**src/rtl/computational_unit_param.sv**
```systemverilog
// Parametrised computational unit: X/Y operand banks, R/R_HI result pair,
// zero/carry flags, M/I index pair, output port register, bus source mux,
// carry-chained single-cycle ALU and a multi-cycle shift-add multiplier.
module computational_unit_param #(
  parameter int DATA_W = 4,
  parameter int N_XY   = 2,
  parameter int SEL_W  = 1
) (
  input  logic                  clk,
  input  logic                  reset_n,
  input  logic [3:0]            source_sel,
  input  logic [4:0]            reg_en,
  input  logic [SEL_W-1:0]      x_sel,
  input  logic [SEL_W-1:0]      y_sel,
  input  logic                  i_sel,
  input  logic [3:0]            alu_op,
  input  logic                  alu_go,
  input  logic [DATA_W-1:0]     imm,
  input  logic [DATA_W-1:0]     dm,
  input  logic [DATA_W-1:0]     i_pins,
  output logic [DATA_W-1:0]     data_bus,
  output logic [DATA_W-1:0]     r,
  output logic [DATA_W-1:0]     r_hi,
  output logic                  r_eq_0,
  output logic                  carry,
  output logic [DATA_W-1:0]     m,
  output logic [DATA_W-1:0]     i,
  output logic [DATA_W-1:0]     o_reg,
  output logic                  busy,
  output logic                  mul_done,
  output logic [2*DATA_W-1:0]   from_cu
);

  localparam int CNT_W = $clog2(DATA_W + 1);
  localparam logic [CNT_W-1:0] CNT_LAST = CNT_W'(DATA_W - 1);

  localparam logic [3:0] OP_NEG = 4'd0;
  localparam logic [3:0] OP_SUB = 4'd1;
  localparam logic [3:0] OP_ADD = 4'd2;
  localparam logic [3:0] OP_MUL = 4'd3;
  localparam logic [3:0] OP_XOR = 4'd4;
  localparam logic [3:0] OP_AND = 4'd5;
  localparam logic [3:0] OP_NOT = 4'd6;
  localparam logic [3:0] OP_RLZ = 4'd7;
  localparam logic [3:0] OP_RRZ = 4'd8;
  localparam logic [3:0] OP_ADC = 4'd9;
  localparam logic [3:0] OP_SBB = 4'd10;

  logic [N_XY-1:0][DATA_W-1:0] x_bank, y_bank;
  logic [DATA_W-1:0]           x_rd, y_rd;

  // multiplier state: prod holds {partial sum, remaining multiplier bits}
  logic [DATA_W-1:0]   mcand;
  logic [2*DATA_W-1:0] prod, prod_nxt;
  logic [DATA_W:0]     mul_sum;
  logic [CNT_W-1:0]    cnt;

  // single-cycle ALU outputs
  logic [DATA_W-1:0] alu_r;
  logic              alu_z, alu_c;
  logic [DATA_W:0]   wide;

  logic issue;

  assign x_rd    = x_bank[x_sel];
  assign y_rd    = y_bank[y_sel];
  assign from_cu = {x_bank[1], x_bank[0]};
  assign issue   = alu_go && !busy;

  // internal bus source mux; unused selects drive zero
  always_comb begin
    case (source_sel)
      4'd0:    data_bus = x_rd;
      4'd1:    data_bus = y_rd;
      4'd2:    data_bus = r;
      4'd3:    data_bus = m;
      4'd4:    data_bus = i;
      4'd5:    data_bus = dm;
      4'd6:    data_bus = imm;
      4'd7:    data_bus = i_pins;
      4'd8:    data_bus = r_hi;
      default: data_bus = '0;
    endcase
  end

  // operand banks: one write port each, indexed by x_sel / y_sel
  genvar g;
  generate
    for (g = 0; g < N_XY; g++) begin : g_bank
      always_ff @(posedge clk or negedge reset_n) begin
        if (!reset_n) begin
          x_bank[g] <= '0;
          y_bank[g] <= '0;
        end else begin
          if (reg_en[0] && x_sel == SEL_W'(g)) x_bank[g] <= data_bus;
          if (reg_en[1] && y_sel == SEL_W'(g)) y_bank[g] <= data_bus;
        end
      end
    end
  endgenerate

  // M step, I index (bus load or post-increment by M) and output port
  always_ff @(posedge clk or negedge reset_n) begin
    if (!reset_n) begin
      m     <= '0;
      i     <= '0;
      o_reg <= '0;
    end else begin
      if (reg_en[2]) m     <= data_bus;
      if (reg_en[3]) i     <= i_sel ? (i + m) : data_bus;
      if (reg_en[4]) o_reg <= data_bus;
    end
  end

  // single-cycle ALU result and flag update; RLZ/RRZ rotate through r_eq_0
  always_comb begin
    alu_r = r;
    alu_z = r_eq_0;
    alu_c = carry;
    wide  = '0;
    case (alu_op)
      OP_NEG: begin
        alu_r = -x_rd;
        alu_c = (x_rd != '0);
        alu_z = (alu_r == '0);
      end
      OP_SUB: begin
        wide  = {1'b0, x_rd} - {1'b0, y_rd};
        alu_r = wide[DATA_W-1:0];
        alu_c = wide[DATA_W];
        alu_z = (alu_r == '0);
      end
      OP_ADD: begin
        wide  = {1'b0, x_rd} + {1'b0, y_rd};
        alu_r = wide[DATA_W-1:0];
        alu_c = wide[DATA_W];
        alu_z = (alu_r == '0);
      end
      OP_XOR: begin
        alu_r = x_rd ^ y_rd;
        alu_z = (alu_r == '0);
      end
      OP_AND: begin
        alu_r = x_rd & y_rd;
        alu_z = (alu_r == '0);
      end
      OP_NOT: begin
        alu_r = ~x_rd;
        alu_z = (alu_r == '0);
      end
      OP_RLZ: begin
        alu_r = {r[DATA_W-2:0], r_eq_0};
        alu_z = r[DATA_W-1];
      end
      OP_RRZ: begin
        alu_r = {r_eq_0, r[DATA_W-1:1]};
        alu_z = r[0];
      end
      OP_ADC: begin
        wide  = {1'b0, x_rd} + {1'b0, y_rd} + {{DATA_W{1'b0}}, carry};
        alu_r = wide[DATA_W-1:0];
        alu_c = wide[DATA_W];
        alu_z = (alu_r == '0);
      end
      OP_SBB: begin
        // a negative difference wraps into bit DATA_W, which is the borrow
        wide  = {1'b0, x_rd} - {1'b0, y_rd} - {{DATA_W{1'b0}}, carry};
        alu_r = wide[DATA_W-1:0];
        alu_c = wide[DATA_W];
        alu_z = (alu_r == '0);
      end
      default: ;
    endcase
  end

  // one shift-add step: add multiplicand into the high half if the current
  // multiplier bit is set, then shift the whole product right by one
  always_comb begin
    mul_sum  = {1'b0, prod[2*DATA_W-1:DATA_W]} + (prod[0] ? {1'b0, mcand} : '0);
    prod_nxt = {mul_sum, prod[DATA_W-1:1]};
  end

  // result/flag registers and multiplier sequencing; alu_go while busy is dropped
  always_ff @(posedge clk or negedge reset_n) begin
    if (!reset_n) begin
      r        <= '0;
      r_hi     <= '0;
      r_eq_0   <= 1'b1;
      carry    <= 1'b0;
      busy     <= 1'b0;
      mul_done <= 1'b0;
      cnt      <= '0;
      mcand    <= '0;
      prod     <= '0;
    end else begin
      mul_done <= 1'b0;
      if (busy) begin
        prod <= prod_nxt;
        cnt  <= cnt + 1'b1;
        if (cnt == CNT_LAST) begin
          r        <= prod_nxt[DATA_W-1:0];
          r_hi     <= prod_nxt[2*DATA_W-1:DATA_W];
          r_eq_0   <= (prod_nxt == '0);
          carry    <= (prod_nxt[2*DATA_W-1:DATA_W] != '0);
          busy     <= 1'b0;
          mul_done <= 1'b1;
          cnt      <= '0;
        end
      end else if (issue) begin
        if (alu_op == OP_MUL) begin
          // operands are captured here so later bank writes cannot disturb them
          mcand <= x_rd;
          prod  <= {{DATA_W{1'b0}}, y_rd};
          cnt   <= '0;
          busy  <= 1'b1;
        end else begin
          r      <= alu_r;
          r_eq_0 <= alu_z;
          carry  <= alu_c;
        end
      end
    end
  end

endmodule

```
**config.mk**
```make
export PLATFORM = sky130hd
export DESIGN_NAME = computational_unit_param
export DESIGN_NICKNAME = d
export VERILOG_FILES = /design/src/rtl/computational_unit_param.sv
export SDC_FILE = /design/constraint.sdc
export NUM_CORES = 1
export LEC_CHECK = 0
export ABC_AREA = 1
export ABC_CLOCK_PERIOD_IN_PS = 2390
export BUFFER_PORTS_ARGS = -buffer_cell sky130_fd_sc_hd__buf_2
export CAP_MARGIN = 15
export CORE_UTILIZATION = 35
export CTS_BUF_LIST = sky130_fd_sc_hd__clkbuf_2
export CTS_CLUSTER_DIAMETER = 150
export DETAILED_ROUTE_END_ITERATION = 8
export GPL_TIMING_DRIVEN = 0
export SYNTH_ARGS = -nofsm -noshare
export SYNTH_HDL_FRONTEND = slang
export SYNTH_SLANG_ARGS = --single-unit
export TNS_END_PERCENT = 10
```
**constraint.sdc**
```tcl
create_clock -name clk -period 2.39 [get_ports clk]
set_input_delay 0 -clock clk [delete_from_list [all_inputs] [get_ports clk]]
set_output_delay 0 -clock clk [all_outputs]
set_load 0.01 [all_outputs]
```
After elaboration in Yosys (flattened, before gate mapping)
Cells that the tools add are included.
- register bits: 55
- input bits: 31
- logic and storage cells: 116
- $add $sub $neg: 8
- $lt $le $gt $ge: 2
- equal/unequal tests: 21
- mux-type cells: 35
- bitwise logic cells: 6
- reduce and logical (&&, ||, !) cells: 28
- operators with widths (cell ; number):
    4-bit zero test ; 10
    4-bit two-way mux ; 10
    4-bit case mux with 10 select lines ; 1
    4-bit case mux with 9 select lines ; 1
    4-bit by 3-bit == test with 1-bit output, second input constant ; 8
    8-bit two-way mux ; 3
    4-bit by 2-bit == test with 1-bit output, second input constant ; 4
    4-bit == test, second input constant ; 4
    1-bit two-way mux ; 14
    3-bit two-way mux ; 4
    11-bit nonzero test ; 1
    4-bit by 4-bit adder with 5-bit output ; 2
    1-bit case mux with 10 select lines ; 1
    4-bit by 1-bit == test with 1-bit output, second input constant ; 2
    8-bit zero test ; 1
    4-bit AND reduction ; 2
    4-bit nonzero test ; 2
    6-bit nonzero test ; 1
    5-bit by 1-bit adder with 5-bit output ; 1
    1-bit logical AND ; 5
    1-bit case mux with 5 select lines ; 1
    4-bit by 4-bit subtractor with 5-bit output ; 1
    5-bit by 1-bit subtractor with 5-bit output ; 1
    4-bit adder ; 1
    14 further kinds ; 19

Depth between registers and ports, before layout
- depth after elaboration: 9
- depth in mapped cells: 19
- depth with buffers taken out: 19

Worst setup path after synthesis
No wires, ideal clock.
- kind: reg-to-reg
- start point: register x_bank (netlist bit from_cu[0])
- end point: register r_eq_0
- library setup time: 68 ps
- arrival time: 2371 ps
- slack: -49 ps
- stages on the path, launching flop included: 13
- cells stage by stage: dfrtp_1 > o21ai_4 > inv_1 > ha_1 > fa_1 > ha_1 > nor3_2 > nand2_1 > a21oi_1 > nor2_1 > nand3_1 > nand2_1 > a21oi_2
- longest elaborated chain between the ends: 9
- RTL lines (what ; line ; RTL):
    start, declared ; 49 ; logic [N_XY-1:0][DATA_W-1:0] x_bank, y_bank;
    start signal, assigned by index ; 95 ; if (reg_en[0] && x_sel == SEL_W'(g)) x_bank[g] <= data_bus;
    4-bit two-way mux (not written as such) * (2 in a row) ; 65 ; assign x_rd = x_bank[x_sel];
    named net x_rd[0] ; 50 ; logic [DATA_W-1:0] x_rd, y_rd;
    4-bit by 4-bit subtractor with 5-bit output or 4-bit by 4-bit adder with 5-bit output (tied branches) ; -- ;
    5-bit by 1-bit subtractor with 5-bit output or 5-bit by 1-bit adder with 5-bit output (tied branches) ; 167, 160 ;
    4-bit zero test (on tied branches) ; 170, 163 ;
    1-bit case mux with 10 select lines * ; 121 ; case (alu_op)
    1-bit two-way mux * ; 210 ; if (alu_op == OP_MUL) begin
    1-bit two-way mux * ; 209 ; end else if (issue) begin
    1-bit two-way mux * ; 197 ; if (busy) begin
    end signal, assigned ; 203 ; r_eq_0 <= (prod_nxt == '0);
    end signal, assigned ; 218 ; r_eq_0 <= alu_z;
    end, declared ; 24 ; output logic r_eq_0,
The timed path passes the listed nets; every way through them passes the cells marked *. The select of a mux whose other input is x is not followed.
A chain may end at the register's enable or synchronous reset.

Worst setup path in the final report
Ends and elaborated chain as after synthesis.

==> results.yml <==
run_status:
  run_status: "finished with violations"
  violations: "DRC, setup timing"
yosys:
  async_flop_share_pct: 100.0
  synth_edf_count: 0
  synth-main-ff-cell: "dfrtp_1"
  avgSynthCellArea_sq_um: 7.187
  synth_area_sq_um: 4161
  yosysSeqAreaShare_pct: 33.10
  synth_cell_types: 45
  synth_nets: 636
  synth_cells: 579
  ys_ff_latch: 55
  yosys_warnings: 0
floorplan:
  num_rows: 39
  fp.dieH_microns: 111.0
  initial_utilization_pct: 36.14
  die_x_microns: 111.0
  core-area_sq_um: 11520
  ios: 67
  die-area_sq_um: 12330
timing:
  finalSetupViolCount: 1
  drv_slew: 0
  worstMarginPinSlew_ns: 0.9206
  fin_hold_ws_ns: 0.02630
  timing.fmax_ghz: 0.4084
  final_hold_viol_count: 0
  relSlewSlack_pct: 38.43
  rsz0062_at_grt: "yes"
  finalCritPeriodShare_pct: 102.5
  setup_ws_ns: -0.05878
  skew_ns: 0.02208
  fin_tns_setup_ns: -0.05878
  min_period_ns: 2.449
placed_design:
  gp_congestion: 0.9380
  place_ws_ns: -0.3553
  numPortBuffers: 64
  hpwl_microns: 9925
layout:
  ff_latch_area_sq_um: 1378
  drive_above_1_share_pct: 24.31
  nNetsFinal: 747
  antenna_cells: 0
  nFillCells: 1180
  area_delta_synth_final_pct: 25.32
  multi_input_area_sq_um: 2474
critical_path:
  end_kind: "flip-flop"
  critPathArrivalTime_ns: 2.89
  crit_chain: "o21ai_4, inv_2, ha_4, fa_2, ha_4, nor3_2, nand2_1, a21oi_2, nor2_1, nand3_1, nand2_1, a21oi_2"
  path_delay_family: "adder cells"
  worstPathRequired_ns: 2.83
  crit_type: "flip-flop to flip-flop"
  crit_start: "from_cu[0]$_DFFE_PN0P_"
  worst_setup_path_start_kind: "flip-flop"
  critPathBufInv: 1
  crit_path_max_fanout: 4
  r2r-start: "from_cu[0]$_DFFE_PN0P_"
  cp_slowest_cell: "fa_2"
  slowest_delay_ns: 0.58
global_route:
  grt_overflow: 0
  grt_pass1_vias: 4233
  grt_usage_pct: 21.69
  antenna_found_initial: 0
  grt_pass1_wl_microns: 21280
  grt_start_max_net_pins: 37
route:
  drtIter0Drc: 234
  post-route-drc-count: 6
  detail-route-antenna-nets: 0
  wire_per_inst_microns: 15.44
  first_pass_iters: 7
  vias: 4264
  totalWireLength_microns: 12880
  via_per_inst: 5.113
power_and_ir_drop:
  ir_worst_vdd_v: 0.0003295
  total_power_w: 0.004070
  power.density_nw_per_um2: 780.4
  static-leakage-power_nw: 2.640
job:
  maxCapViolCount: 0
clock_tree:
  cts_tree: "yes"
  path_clk_slew_ns: 0.28
  clk_latency_ns: 0.48
  cts.sinks: 55
  cts-root-buf: "clkbuf_2"
  htree_levels: 2
  cts_buffers: 5
  clk_path_buf_depth: 2
min_path:
  hold_path_class: "primary input to flip-flop"
  hp-start: "imm[0]"
## routing by layer
| layer | GRT usage (%) | routed length [microns] | vias up |
|---|---|---|---|
| met5 | 0 | 0 | - |
| li1 | - | - | 2103 |
| met4 | 8.018 | 333 | 0 |
| met2 | 35.39 | 6052 | 126 |
| met1 | 28.91 | 5765 | 2010 |
| met3 | 3.554 | 724 | 25 |
## repair_timing
| action | in CTS | in global routing |
|---|---|---|
| hold buffers | 26 | 0 |
| setup buffers | 11 | 2 |
| gates cloned | 0 | 0 |
| resized for setup | 13 | 15 |
| endpoints found under the setup margin | 5 | 9 |
| endpoints found under the hold margin | 94 | 0 |
| pin swaps | 9 | 4 |
## through the flow
step / utilization, % / std cells / cell area, sq um
final: 45.28 / 834 / 5215
after global routing: 45.28 / 834 / 5215
after CTS: 44.70 / 832 / 5147
after detailed placement: 40.67 / 787 / 4683
after global placement: 40.49 / 786 / 4663
after floorplan: - / 579 / 4164
## final timing paths
| path | endpoint | slack (ns) | depth (start not counted) |
|---|---|---|---|
| max | r_eq_0$_DFFE_PN1P_ | -0.06 | 12 |
| min | o_reg[0]$_DFFE_PN0P_ | 0.03 | 5 |
| max reg2reg | r_eq_0$_DFFE_PN1P_ | -0.06 | 12 |
| min reg2reg | cnt[0]$_DFFE_PN0P_ | 0.53 | 1 |
| max in group asynchronous | m[3]$_DFFE_PN0P_ | 0.56 | 4 |
| min in group asynchronous | y_bank[7]$_DFFE_PN0P_ | 0.50 | 4 |
## cell type report
class	instances	share of cell area (%)
clock inverter	3	0.7438
tap	143	3.431
timing repair buffer	104	13.39
sequential	55	26.42
multi-input combinational	419	47.43
buffer	8	1.032
clock buffer	5	0.4798
inverter	97	7.078
## report_power, final
group	internal (W)	switching (W)	leakage, nW
clock network	0.000172	0.000304	0.0404
registers	0.00118	0.000231	0.698
logic	0.000853	0.00133	1.90
## worst register-to-register path, delay by kind of cell (launching register included)
family | cells | cell delay [ns]
fa+ha+maj | 3 | 0.97
simple gates | 5 | 0.46
compound gates | 3 | 0.44
buf+inv | 1 | 0.09
flops | 1 | 0.47
## Yosys cell counts (3+ instances only)
library cell,instances,area share (%)
nand4_1,3,0.45
nor3_1,8,0.96
nand3_2,4,0.96
nor2_2,8,1.2
inv_1,86,7.8
o21ai_1,9,1.1
inv_2,9,0.81
o21ai_2,5,1.1
xnor2_1,3,0.63
fa_1,4,1.9
xor2_1,4,0.84
a31oi_1,14,2.1
o21ai_0,34,4.1
nand2_1,140,13
o22ai_1,7,1.1
nand2_2,6,0.90
a21oi_2,3,0.63
o21ai_4,3,1.2
nor2_1,59,5.3
buf_2,4,0.48
dfrtp_1,54,32
nand2_4,3,0.81
nor3_2,3,0.72
ha_1,22,6.6
mux2_2,3,0.81
nand3_1,34,4.1
a21oi_1,19,2.3
o211ai_1,8,1.4
## cells by family (layout without fill, tap and decap cells)
family	after synthesis	count (layout)	synth area share, %
XOR/XNOR	7	7	1.473
multiplexers	3	3	0.8117
buffers and inverters	105	217	10.10
AND/OR/NAND/NOR	271	271	28.98
adder cells (fa/ha/maj)	26	26	8.539
AO/OA/AOI/OAI	112	112	16.99
flip-flops	55	55	33.10
## cells in the final DEF, fill, tap and decap left out, drive strengths merged, types with 2 or more instances in the layout
master       instances
dfrtp               54
a31oi               14
fa                   4
mux2                 3
clkinv               3
nor3                11
nand2              149
xor2                 4
a21oi               22
a211oi               3
dlygate4sd3         26
o22ai                7
clkbuf               6
nand3               38
xnor2                3
o21ai               51
ha                  22
o211ai               8
buf                 85
nor2                68
a22o                 2
nand4                3
inv                 96
No activity file was read; power rests on OpenSTA's default activity.
